<file path="src/rtl/operand_entry_fsm_if.sv">
// Switch/button inputs and latched-operand outputs of the operand entry stage.
// The master modport drives the raw switches and button; the slave is the entry FSM.
interface operand_entry_fsm_if;
    logic [3:0] dataIn;
    logic       modeIn;
    logic       keyN;
    logic [3:0] opA;
    logic [3:0] opB;
    logic       subMode;
    logic       operandsValid;
    logic [1:0] stateCode;
    logic       pressPulse;

    modport master (
        output dataIn, modeIn, keyN,
        input  opA, opB, subMode, operandsValid, stateCode, pressPulse
    );

    modport slave (
        input  dataIn, modeIn, keyN,
        output opA, opB, subMode, operandsValid, stateCode, pressPulse
    );
endinterface

</file>
<file path="src/rtl/operand_entry_fsm.sv">
// Button synchroniser, debouncer and press-driven FSM latching operand A, then B and mode.
// Optional WAIT_B idle timeout is built when OPERAND_ENTRY_TIMEOUT_EN is defined.
module operand_entry_fsm #(
    parameter int DEBOUNCE_CYCLES = 500000,
    parameter int CNT_W           = 20,
    parameter int TIMEOUT_CYCLES  = 250000000
) (
    input  logic                 clock,
    input  logic                 resetn,
    operand_entry_fsm_if.slave   bus
);

    localparam logic [1:0] WAIT_A = 2'b00;
    localparam logic [1:0] WAIT_B = 2'b01;
    localparam logic [1:0] VALID  = 2'b10;

    localparam logic [CNT_W-1:0] DEB_LAST = CNT_W'(DEBOUNCE_CYCLES - 1);

    logic             key_sync1_q, key_sync2_q;
    logic [1:0]       fill_q, fill_d;
    logic             armed_q, armed_d;
    logic             deb_level_q, deb_level_d;
    logic [CNT_W-1:0] deb_cnt_q, deb_cnt_d;
    logic             press_q, press_d;

    logic [1:0]       state_q, state_d;
    logic [3:0]       op_a_q, op_a_d;
    logic [3:0]       op_b_q, op_b_d;
    logic             sub_q, sub_d;
    logic             valid_q, valid_d;

`ifdef OPERAND_ENTRY_TIMEOUT_EN
    localparam logic [27:0] TO_LAST = 28'(TIMEOUT_CYCLES - 1);
    logic [27:0]      to_cnt_q, to_cnt_d;
    logic             timeout_hit;

    assign timeout_hit = (to_cnt_q == TO_LAST);

    always_comb begin
        to_cnt_d = to_cnt_q + 28'd1;
        if (state_q != WAIT_B || press_q) begin
            to_cnt_d = '0;
        end
    end
`endif

    // A press only counts once the synchronised key has been seen released
    // after reset; fill_q marks when the synchroniser holds real samples.
    always_comb begin
        fill_d      = {fill_q[0], 1'b1};
        armed_d     = armed_q | (fill_q[1] & key_sync2_q);
        deb_level_d = deb_level_q;
        deb_cnt_d   = deb_cnt_q;
        if (key_sync2_q == deb_level_q) begin
            deb_cnt_d = '0;
        end else if (deb_cnt_q == DEB_LAST) begin
            deb_level_d = key_sync2_q;
            deb_cnt_d   = '0;
        end else begin
            deb_cnt_d = deb_cnt_q + 1'b1;
        end
        press_d = armed_q & deb_level_q & ~deb_level_d;
    end

    always_comb begin
        state_d = state_q;
        op_a_d  = op_a_q;
        op_b_d  = op_b_q;
        sub_d   = sub_q;
        valid_d = valid_q;
        case (state_q)
            WAIT_A: begin
                if (press_q) begin
                    op_a_d  = bus.dataIn;
                    state_d = WAIT_B;
                end
            end
            WAIT_B: begin
                if (press_q) begin
                    op_b_d  = bus.dataIn;
                    sub_d   = bus.modeIn;
                    valid_d = 1'b1;
                    state_d = VALID;
                end
`ifdef OPERAND_ENTRY_TIMEOUT_EN
                else if (timeout_hit) begin
                    op_a_d  = 4'd0;
                    state_d = WAIT_A;
                end
`endif
            end
            VALID: begin
                // A press here starts the next calculation directly.
                if (press_q) begin
                    op_a_d  = bus.dataIn;
                    valid_d = 1'b0;
                    state_d = WAIT_B;
                end
            end
            default: begin
                valid_d = 1'b0;
                state_d = WAIT_A;
            end
        endcase
    end

    always_ff @(posedge clock) begin
        if (!resetn) begin
            key_sync1_q <= 1'b1;
            key_sync2_q <= 1'b1;
            fill_q      <= 2'b00;
            armed_q     <= 1'b0;
            deb_level_q <= 1'b1;
            deb_cnt_q   <= '0;
            press_q     <= 1'b0;
            state_q     <= WAIT_A;
            op_a_q      <= 4'd0;
            op_b_q      <= 4'd0;
            sub_q       <= 1'b0;
            valid_q     <= 1'b0;
`ifdef OPERAND_ENTRY_TIMEOUT_EN
            to_cnt_q    <= '0;
`endif
        end else begin
            key_sync1_q <= bus.keyN;
            key_sync2_q <= key_sync1_q;
            fill_q      <= fill_d;
            armed_q     <= armed_d;
            deb_level_q <= deb_level_d;
            deb_cnt_q   <= deb_cnt_d;
            press_q     <= press_d;
            state_q     <= state_d;
            op_a_q      <= op_a_d;
            op_b_q      <= op_b_d;
            sub_q       <= sub_d;
            valid_q     <= valid_d;
`ifdef OPERAND_ENTRY_TIMEOUT_EN
            to_cnt_q    <= to_cnt_d;
`endif
        end
    end

    assign bus.opA           = op_a_q;
    assign bus.opB           = op_b_q;
    assign bus.subMode       = sub_q;
    assign bus.operandsValid = valid_q;
    assign bus.stateCode     = state_q;
    assign bus.pressPulse    = press_q;

endmodule

</file>
<file path="src/flat_wrapper.sv">
// flat-port wrapper written by rule: the top's interface ports become plain ports
module operand_entry_fsm_flat 
#(
    parameter int DEBOUNCE_CYCLES = 500000,
    parameter int CNT_W           = 20,
    parameter int TIMEOUT_CYCLES  = 250000000
)
  (clock, resetn, bus_dataIn, bus_modeIn, bus_keyN, bus_opA, bus_opB, bus_subMode, bus_operandsValid, bus_stateCode, bus_pressPulse);
  operand_entry_fsm_if bus_i ();
  input  logic clock;
  input  logic resetn;
  input wire logic [$bits(bus_i.dataIn)-1:0] bus_dataIn;
  input wire logic [$bits(bus_i.modeIn)-1:0] bus_modeIn;
  input wire logic [$bits(bus_i.keyN)-1:0] bus_keyN;
  output wire logic [$bits(bus_i.opA)-1:0] bus_opA;
  output wire logic [$bits(bus_i.opB)-1:0] bus_opB;
  output wire logic [$bits(bus_i.subMode)-1:0] bus_subMode;
  output wire logic [$bits(bus_i.operandsValid)-1:0] bus_operandsValid;
  output wire logic [$bits(bus_i.stateCode)-1:0] bus_stateCode;
  output wire logic [$bits(bus_i.pressPulse)-1:0] bus_pressPulse;
  assign bus_i.dataIn = bus_dataIn;
  assign bus_i.modeIn = bus_modeIn;
  assign bus_i.keyN = bus_keyN;
  assign bus_opA = bus_i.opA;
  assign bus_opB = bus_i.opB;
  assign bus_subMode = bus_i.subMode;
  assign bus_operandsValid = bus_i.operandsValid;
  assign bus_stateCode = bus_i.stateCode;
  assign bus_pressPulse = bus_i.pressPulse;
  operand_entry_fsm #(.DEBOUNCE_CYCLES(DEBOUNCE_CYCLES), .CNT_W(CNT_W), .TIMEOUT_CYCLES(TIMEOUT_CYCLES)) u_core (.clock(clock), .resetn(resetn), .bus(bus_i));
endmodule
</file>
<file path="config.mk">
export PLATFORM = sky130hd
export DESIGN_NAME = operand_entry_fsm_flat
export DESIGN_NICKNAME = d
export VERILOG_FILES = /design/src/rtl/operand_entry_fsm_if.sv /design/src/rtl/operand_entry_fsm.sv /design/src/flat_wrapper.sv
export SDC_FILE = /design/constraint.sdc
export NUM_CORES = 1
export LEC_CHECK = 0
export CAP_MARGIN = 15
export CORE_MARGIN = 10
export CORE_UTILIZATION = 40
export CTS_CLUSTER_DIAMETER = 120
export DETAILED_ROUTE_END_ITERATION = 16
export PLACE_DENSITY_LB_ADDON = 0.25
export SETUP_SLACK_MARGIN = 0.2
export SKIP_CTS_REPAIR_TIMING = 1
export SLEW_MARGIN = 0
export SYNTH_ARGS = -nofsm -noshare
export SYNTH_HDL_FRONTEND = slang
export SYNTH_SLANG_ARGS = --single-unit
</file>
<file path="constraint.sdc">
create_clock -name clock -period 1.98 [get_ports clock]
set_input_delay 0.495 -clock clock [delete_from_list [all_inputs] [get_ports clock]]
set_output_delay 0.495 -clock clock [all_outputs]
set_load 0.01 [all_outputs]
</file>
==> impl_metrics.json, run 1 <==
{
  "drt_iter0_drc": 58,
  "die_h_um": 82.98,
  "vias": 1179,
  "hold_depth": 1,
  "yosys-top-cells-area": "dfxtp_1, mux2i_1, xnor2_1, nor2_1, nor2b_1",
  "ys_seq_area_frac": 0.4921,
  "numCtsBuffers": 5,
  "core_area_mm2": 0.003744,
  "hpwlAfterDp_um": 2214,
  "maxCapViolCount": 0,
  "dieArea_mm2": 0.006886,
  "grt_pass1_vias": 1126,
  "overflow": 0,
  "wl_met3_um": 162,
  "io_buffer_count": 20,
  "cpMaxStageDelayCell": "or4_4",
  "nNetsFinal": 201,
  "gp_congestion": 0.7920,
  "die_x_um": 82.98,
  "num_rows": 22,
  "cp.buffers_inverters": 0,
  "cp-end-kind": "flip-flop",
  "drive_gt1_frac": 0.1244,
  "rsz0062_at_grt": "no",
  "utilization": 0.5401,
  "grt_max_degree": 20,
  "final_antenna_net_count": 0,
  "async_flop_share": 0,
  "grt_usage": 0.08879,
  "clk-insertion-delay-late_ns": 0.29,
  "top_layer_used": "met4",
  "clk_pin_slew_worst_paths_ns": 0.08,
  "power.density_mw_per_mm2": 730.0,
  "routed_wl_um": 3045,
  "syn_to_final_growth_pct": 27.44,
  "grt_antenna_before_repair": 0,
  "cts-root-buf": "clkbuf_8",
  "fin_crit_ns": 1.725,
  "drc_errors": 0,
  "fin_crit_sh": 0.8712,
  "ir_drop_mv": 0.5476,
  "critPathArrivalTime_ns": 1.94,
  "ys_ff_latch": 39,
  "synth-main-ff-cell": "dfxtp_1",
  "critPathKind": "reg2reg",
  "cts-htree-levels": 2,
  "power_leakage_uw": 0.0006961,
  "wl_met2_um": 1292,
  "path_max_fanout": 5,
  "synthCells": 163,
  "via_per_inst": 4.892,
  "outcome": "completed",
  "cts_num_sinks": 39,
  "ys_types": 34,
  "syn_area_mm2": 0.001587,
  "yosys.area.top_type": "dfxtp_1",
  "min_path_type": "reg2reg",
  "cts.path.max_buffers": 2,
  "grt_pass1_wl_um": 5271,
  "hold_violations": 0,
  "netlist_top_cells_count": "dfxtp_1, nor2_1, nor2b_1",
  "io_pins": 21,
  "drt-wirelength-per-cell_um": 12.63,
  "setup-tns-final_ns": 0,
  "cts_tree": "built",
  "ys_warn_count": 0,
  "firstDrtPassIters": 4,
  "setup_viol": 0,
  "crit_path_start": "u_core.deb_cnt_q[3]",
  "fill_cells": 345,
  "path_cells": "nand4_1 -> or4_4 -> or3_1 -> a21oi_1",
  "syn_nets": 172,
  "hp-start": "u_core.key_sync1_q",
  "antenna_cells": 0,
  "tightestPinTransition_ns": 0.5377,
  "avgSynthCellArea_um2": 9.733,
  "worstPathRequired_ns": 2.20,
  "slowest_delay_ns": 0.60,
  "r2r_cells": 4,
  "drt-met1-wl_um": 1527,
  "synth_top_area_share": 0.4921,
  "max_freq_ghz": 0.5797,
  "start_kind": "flip-flop",
  "critPathTopFamily": "simple AND/OR/NAND/NOR gates",
  "skew_ns": 0.007368,
  "start_util": 0.4238,
  "cp.depth": 4,
  "slew_violations": 0,
  "r2r-start": "u_core.deb_cnt_q[3]",
  "synth_edf_count": 0,
  "yosysMostFrequentCell": "dfxtp_1",
  "slew_headroom": 0.6408
}
[metal layers]
metal,global-route usage,vias up
met5,0,-
met4,0.05077,0
met3,0.03516,6
met2,0.1278,22
met1,0.1088,527
li1,-,624
[flip-flops by register name, summed over array words and instances (netlist names)]
name                      cells
u_core.bus.operandsValid      1
u_core.deb_level_q            1
u_core.bus.stateCode          2
u_core.bus.opB                4
u_core.key_sync2_q            1
u_core.bus.opA                4
u_core.fill_q                 2
u_core.bus.pressPulse         1
u_core.bus.subMode            1
u_core.deb_cnt_q             20
u_core.key_sync1_q            1
u_core.armed_q                1
[final cells by class]
type | instances | area, um2 | area share
multi-input combinational | 116 | 785.8 | 0.3886
timing repair buffer | 27 | 267.8 | 0.1324
inverter | 3 | 11.26 | 0.005569
sequential | 39 | 784.5 | 0.3880
clock buffer | 5 | 68.82 | 0.03403
tap | 48 | 60.06 | 0.02970
clock inverter | 3 | 43.79 | 0.02166
[per-stage QoR]
step           hold slack, ns  total power, uW  cells  worst slack, ns  instance area [um2]
2_1_floorplan          0.3863            826.1    163           0.2333                 1594
3_3_place_gp           0.3886            846.7    231           0.2719                 1877
3_5_place_dp           0.3981            847.4    231           0.2057                 1877
4_1_cts                0.4105             1495    239           0.1721                 1989
5_1_grt                0.4336             1528    241           0.1707                 2022
6_report               0.4075             1476    241           0.2550                 2022
[final timing paths]
check,end,slack [ns]
setup / recovery,u_core.deb_cnt_q[17],0.26
hold / removal,u_core.key_sync2_q,0.41
setup reg to reg,u_core.deb_cnt_q[17],0.26
hold reg to reg,u_core.key_sync2_q,0.41
[placed cells by master (no fill, tap or decap), types with 2 or more instances in the layout]
cell and count:
clkdlybuf4s50_1 19, xnor2_1 10, nor2_1 21, nand4_1 7, buf_4 6, nor3_1 5, nand3_1 4, dfxtp_1 36
o21a_1 2, xor2_1 6, nand2_1 6, nand2b_1 2, nor4_1 5, clkbuf_8 5, o21ai_0 3, a21oi_1 4
or3_1 3, inv_1 3, mux2i_1 10, dfxtp_2 3, nor2b_1 11, nor3b_1 2
[power breakdown]
part           switching [uW]  internal, uW  total, uW
Sequential               3.03           790        793
Clock                     272           375        647
Combinational            13.3          23.0       36.3
Total                     289          1190       1480
[kinds of logic (layout without fill, tap and decap cells)]
group                      count (synthesis)  after routing  share of synthesized area
and+or+nand+nor                           77             77                     0.2768
DFF                                       39             39                     0.4921
xor gates and xnor gates                  16             16                    0.08833
AOI/OAI and AO/OA                         12             12                    0.04732
muxes                                     10             10                    0.06309
buffers and inverters                      8             38                    0.02444
adders and majority gates                  1              1                   0.007885
No activity file was read; power rests on OpenSTA's default activity.
==> inputs of run 2 (changes only) <==
Settings changed: PLACE_DENSITY_LB_ADDON 0.25 to not set, SKIP_CTS_REPAIR_TIMING 1 to not set.
==> run 2 against run 1 <==
  * Sequential share of layout area decreased by 0.080 points
  * Non-clock buffer count increased by 2
  * Global-route usage increased by 0.52 points
  * Via count increased by 5.2%
  * Final area increased by 1.5%
  * Sequential cell count unchanged
  * Critical endpoint is now bus_stateCode[1]
  * First-iteration DRC count increased by 41%
==> impl_metrics.json, run 2 (synthesis gave the netlist of run 1 again) <==
{
  "cpMaxStageDelayCell": "clkdlybuf4s50_1",
  "hpwlAfterDp_um": 2291,
  "outcome": "completed",
  "critPathArrivalTime_ns": 1.22,
  "dieArea_mm2": 0.006886,
  "sw_frac_of_total": 0.1769,
  "hold_end": "u_core.key_sync2_q",
  "rsz0062_at_grt": "no",
  "syn_to_final_growth_pct": 29.34,
  "slew_headroom": 0.6176,
  "fill_cells": 347,
  "max_flop_register": "u_core.deb_cnt_q",
  "r2r_cells": 4,
  "final_common_cell": "dfxtp_1",
  "grt_pass1_wl_um": 5520,
  "critPathKind": "reg2out",
  "drc_errors": 0,
  "hp-start": "u_core.key_sync1_q",
  "drt-wirelength-per-cell_um": 13.13,
  "cts-htree-levels": 2,
  "antenna_cells": 0,
  "core_area_mm2": 0.003744,
  "final_antenna_net_count": 0,
  "r2r_slack_ns": 0.30,
  "largest_reg_flops": 20,
  "place_inst": 231,
  "grt_antenna_before_repair": 0,
  "critPathTopFamily": "buffers and inverters",
  "cts_tree": "built",
  "setup-tns-final_ns": 0,
  "start_util": 0.4238,
  "fin_crit_sh": 0.8680,
  "cts-root-buf": "clkbuf_8",
  "grt_max_degree": 20,
  "hold_violations": 0,
  "num_rows": 22,
  "power.density_mw_per_mm2": 779.4,
  "vias": 1240,
  "slew_violations": 0,
  "drt_iter0_drc": 82,
  "tightestPinTransition_ns": 0.5724,
  "internal_power_uw": 1316,
  "overflow": 0,
  "fin_crit_ns": 1.719,
  "setup_viol": 0,
  "clk_pin_slew_worst_paths_ns": 0.07,
  "io_pins": 21,
  "crit_path_start": "u_core.bus.stateCode[1]",
  "io_buffer_count": 20,
  "cts_num_sinks": 39,
  "slowest_delay_ns": 0.56,
  "stdcell_count": 243,
  "p_sw_uw": 282.9,
  "cts.path.max_buffers": 2,
  "drive_gt1_frac": 0.1590,
  "r2r-start": "u_core.deb_cnt_q[2]",
  "nNetsFinal": 203,
  "min_path_type": "reg2reg",
  "clk-insertion-delay-late_ns": 0.29,
  "firstDrtPassIters": 4,
  "final_cell_mix": "dfxtp_1, nor2_1, clkdlybuf4s50_1",
  "power_leakage_uw": 0.0007019,
  "cp.buffers_inverters": 1,
  "routed_wl_um": 3190,
  "via_per_inst": 5.103,
  "cp-end-kind": "primary output",
  "numCtsBuffers": 5,
  "ir_drop_mv": 0.5187,
  "hold_depth": 1,
  "max_freq_ghz": 0.5818,
  "grt_pass1_vias": 1164,
  "rr_endpoint": "u_core.deb_cnt_q[17]",
  "cts_hold_buffers": 0,
  "worstPathRequired_ns": 1.48,
  "p_seq_frac": 0.496,
  "share_comb_of_total_power": 0.023,
  "die_h_um": 82.98,
  "die_x_um": 82.98,
  "path_cells": "clkdlybuf4s50_1",
  "maxCapViolCount": 0,
  "path_max_fanout": 5,
  "skew_ns": 0.006574,
  "pwr-share-clk": 0.481,
  "start_kind": "flip-flop",
  "gp_congestion": 0.7939,
  "grt_usage": 0.09397
}
-- run 2: layout make-up --
class                   instances  area (um2)  share of cell area
well taps                      48       60.06             0.02927
repair buffers                 29       279.0              0.1360
flip-flops and latches         39       794.5              0.3872
clock buffers                   6       72.57             0.03537
multi-input cells             116       774.5              0.3774
clock inverters                 2       60.06             0.02927
inverters                       3       11.26            0.005488
-- run 2: how the worst max path moves through the flow --
stage | endpoint | cells after the start
after global placement | u_core.deb_cnt_q[17] | 4
final | bus_stateCode[1] | 1
after floorplan | u_core.deb_cnt_q[13] | 6
after detailed placement | u_core.deb_cnt_q[17] | 4
after CTS | u_core.deb_cnt_q[17] | 4
after global routing | bus_stateCode[1] | 1
-- run 2: metrics by stage --
stage	utilization	setup WS, ns	hold slack [ns]	area, um2	power (uW)
3_5_place_dp	0.5013	0.1995	0.4035	1877	848.2
6_report	0.5481	0.2613	0.4176	2052	1599
4_1_cts	0.5368	0.2040	0.4218	2009	1616
5_1_grt	0.5481	0.2030	0.4436	2052	1648
2_1_floorplan	-	0.2333	0.3863	1594	826.1
3_3_place_gp	0.5013	0.2993	0.3945	1877	846.9
-- run 2: power by group through the flow --
stage	registers (uW)	logic (uW)	clock network (uW)
after floorplan	810	15.9	0
after global placement	811	35.9	0
after detailed placement	811	36.8	0
after CTS	793	37.2	786
after global routing	794	40.3	814
final	793	36.8	769
-- run 2: routing by layer --
layer / track usage / vias up / share of wire
li1: - / 630 / -
met2: 0.1473 / 30 / 0.47
met3: 0.04102 / 7 / 0.057
met5: 0 / - / 0
met4: 0.04154 / 0 / 0.014
met1: 0.1077 / 573 / 0.45
-- run 2: timing repair --
item,in CTS,in global routing
pin swaps,1,2
gates resized for setup,2,10
endpoints found under the setup margin,3,21
setup buffers,0,4
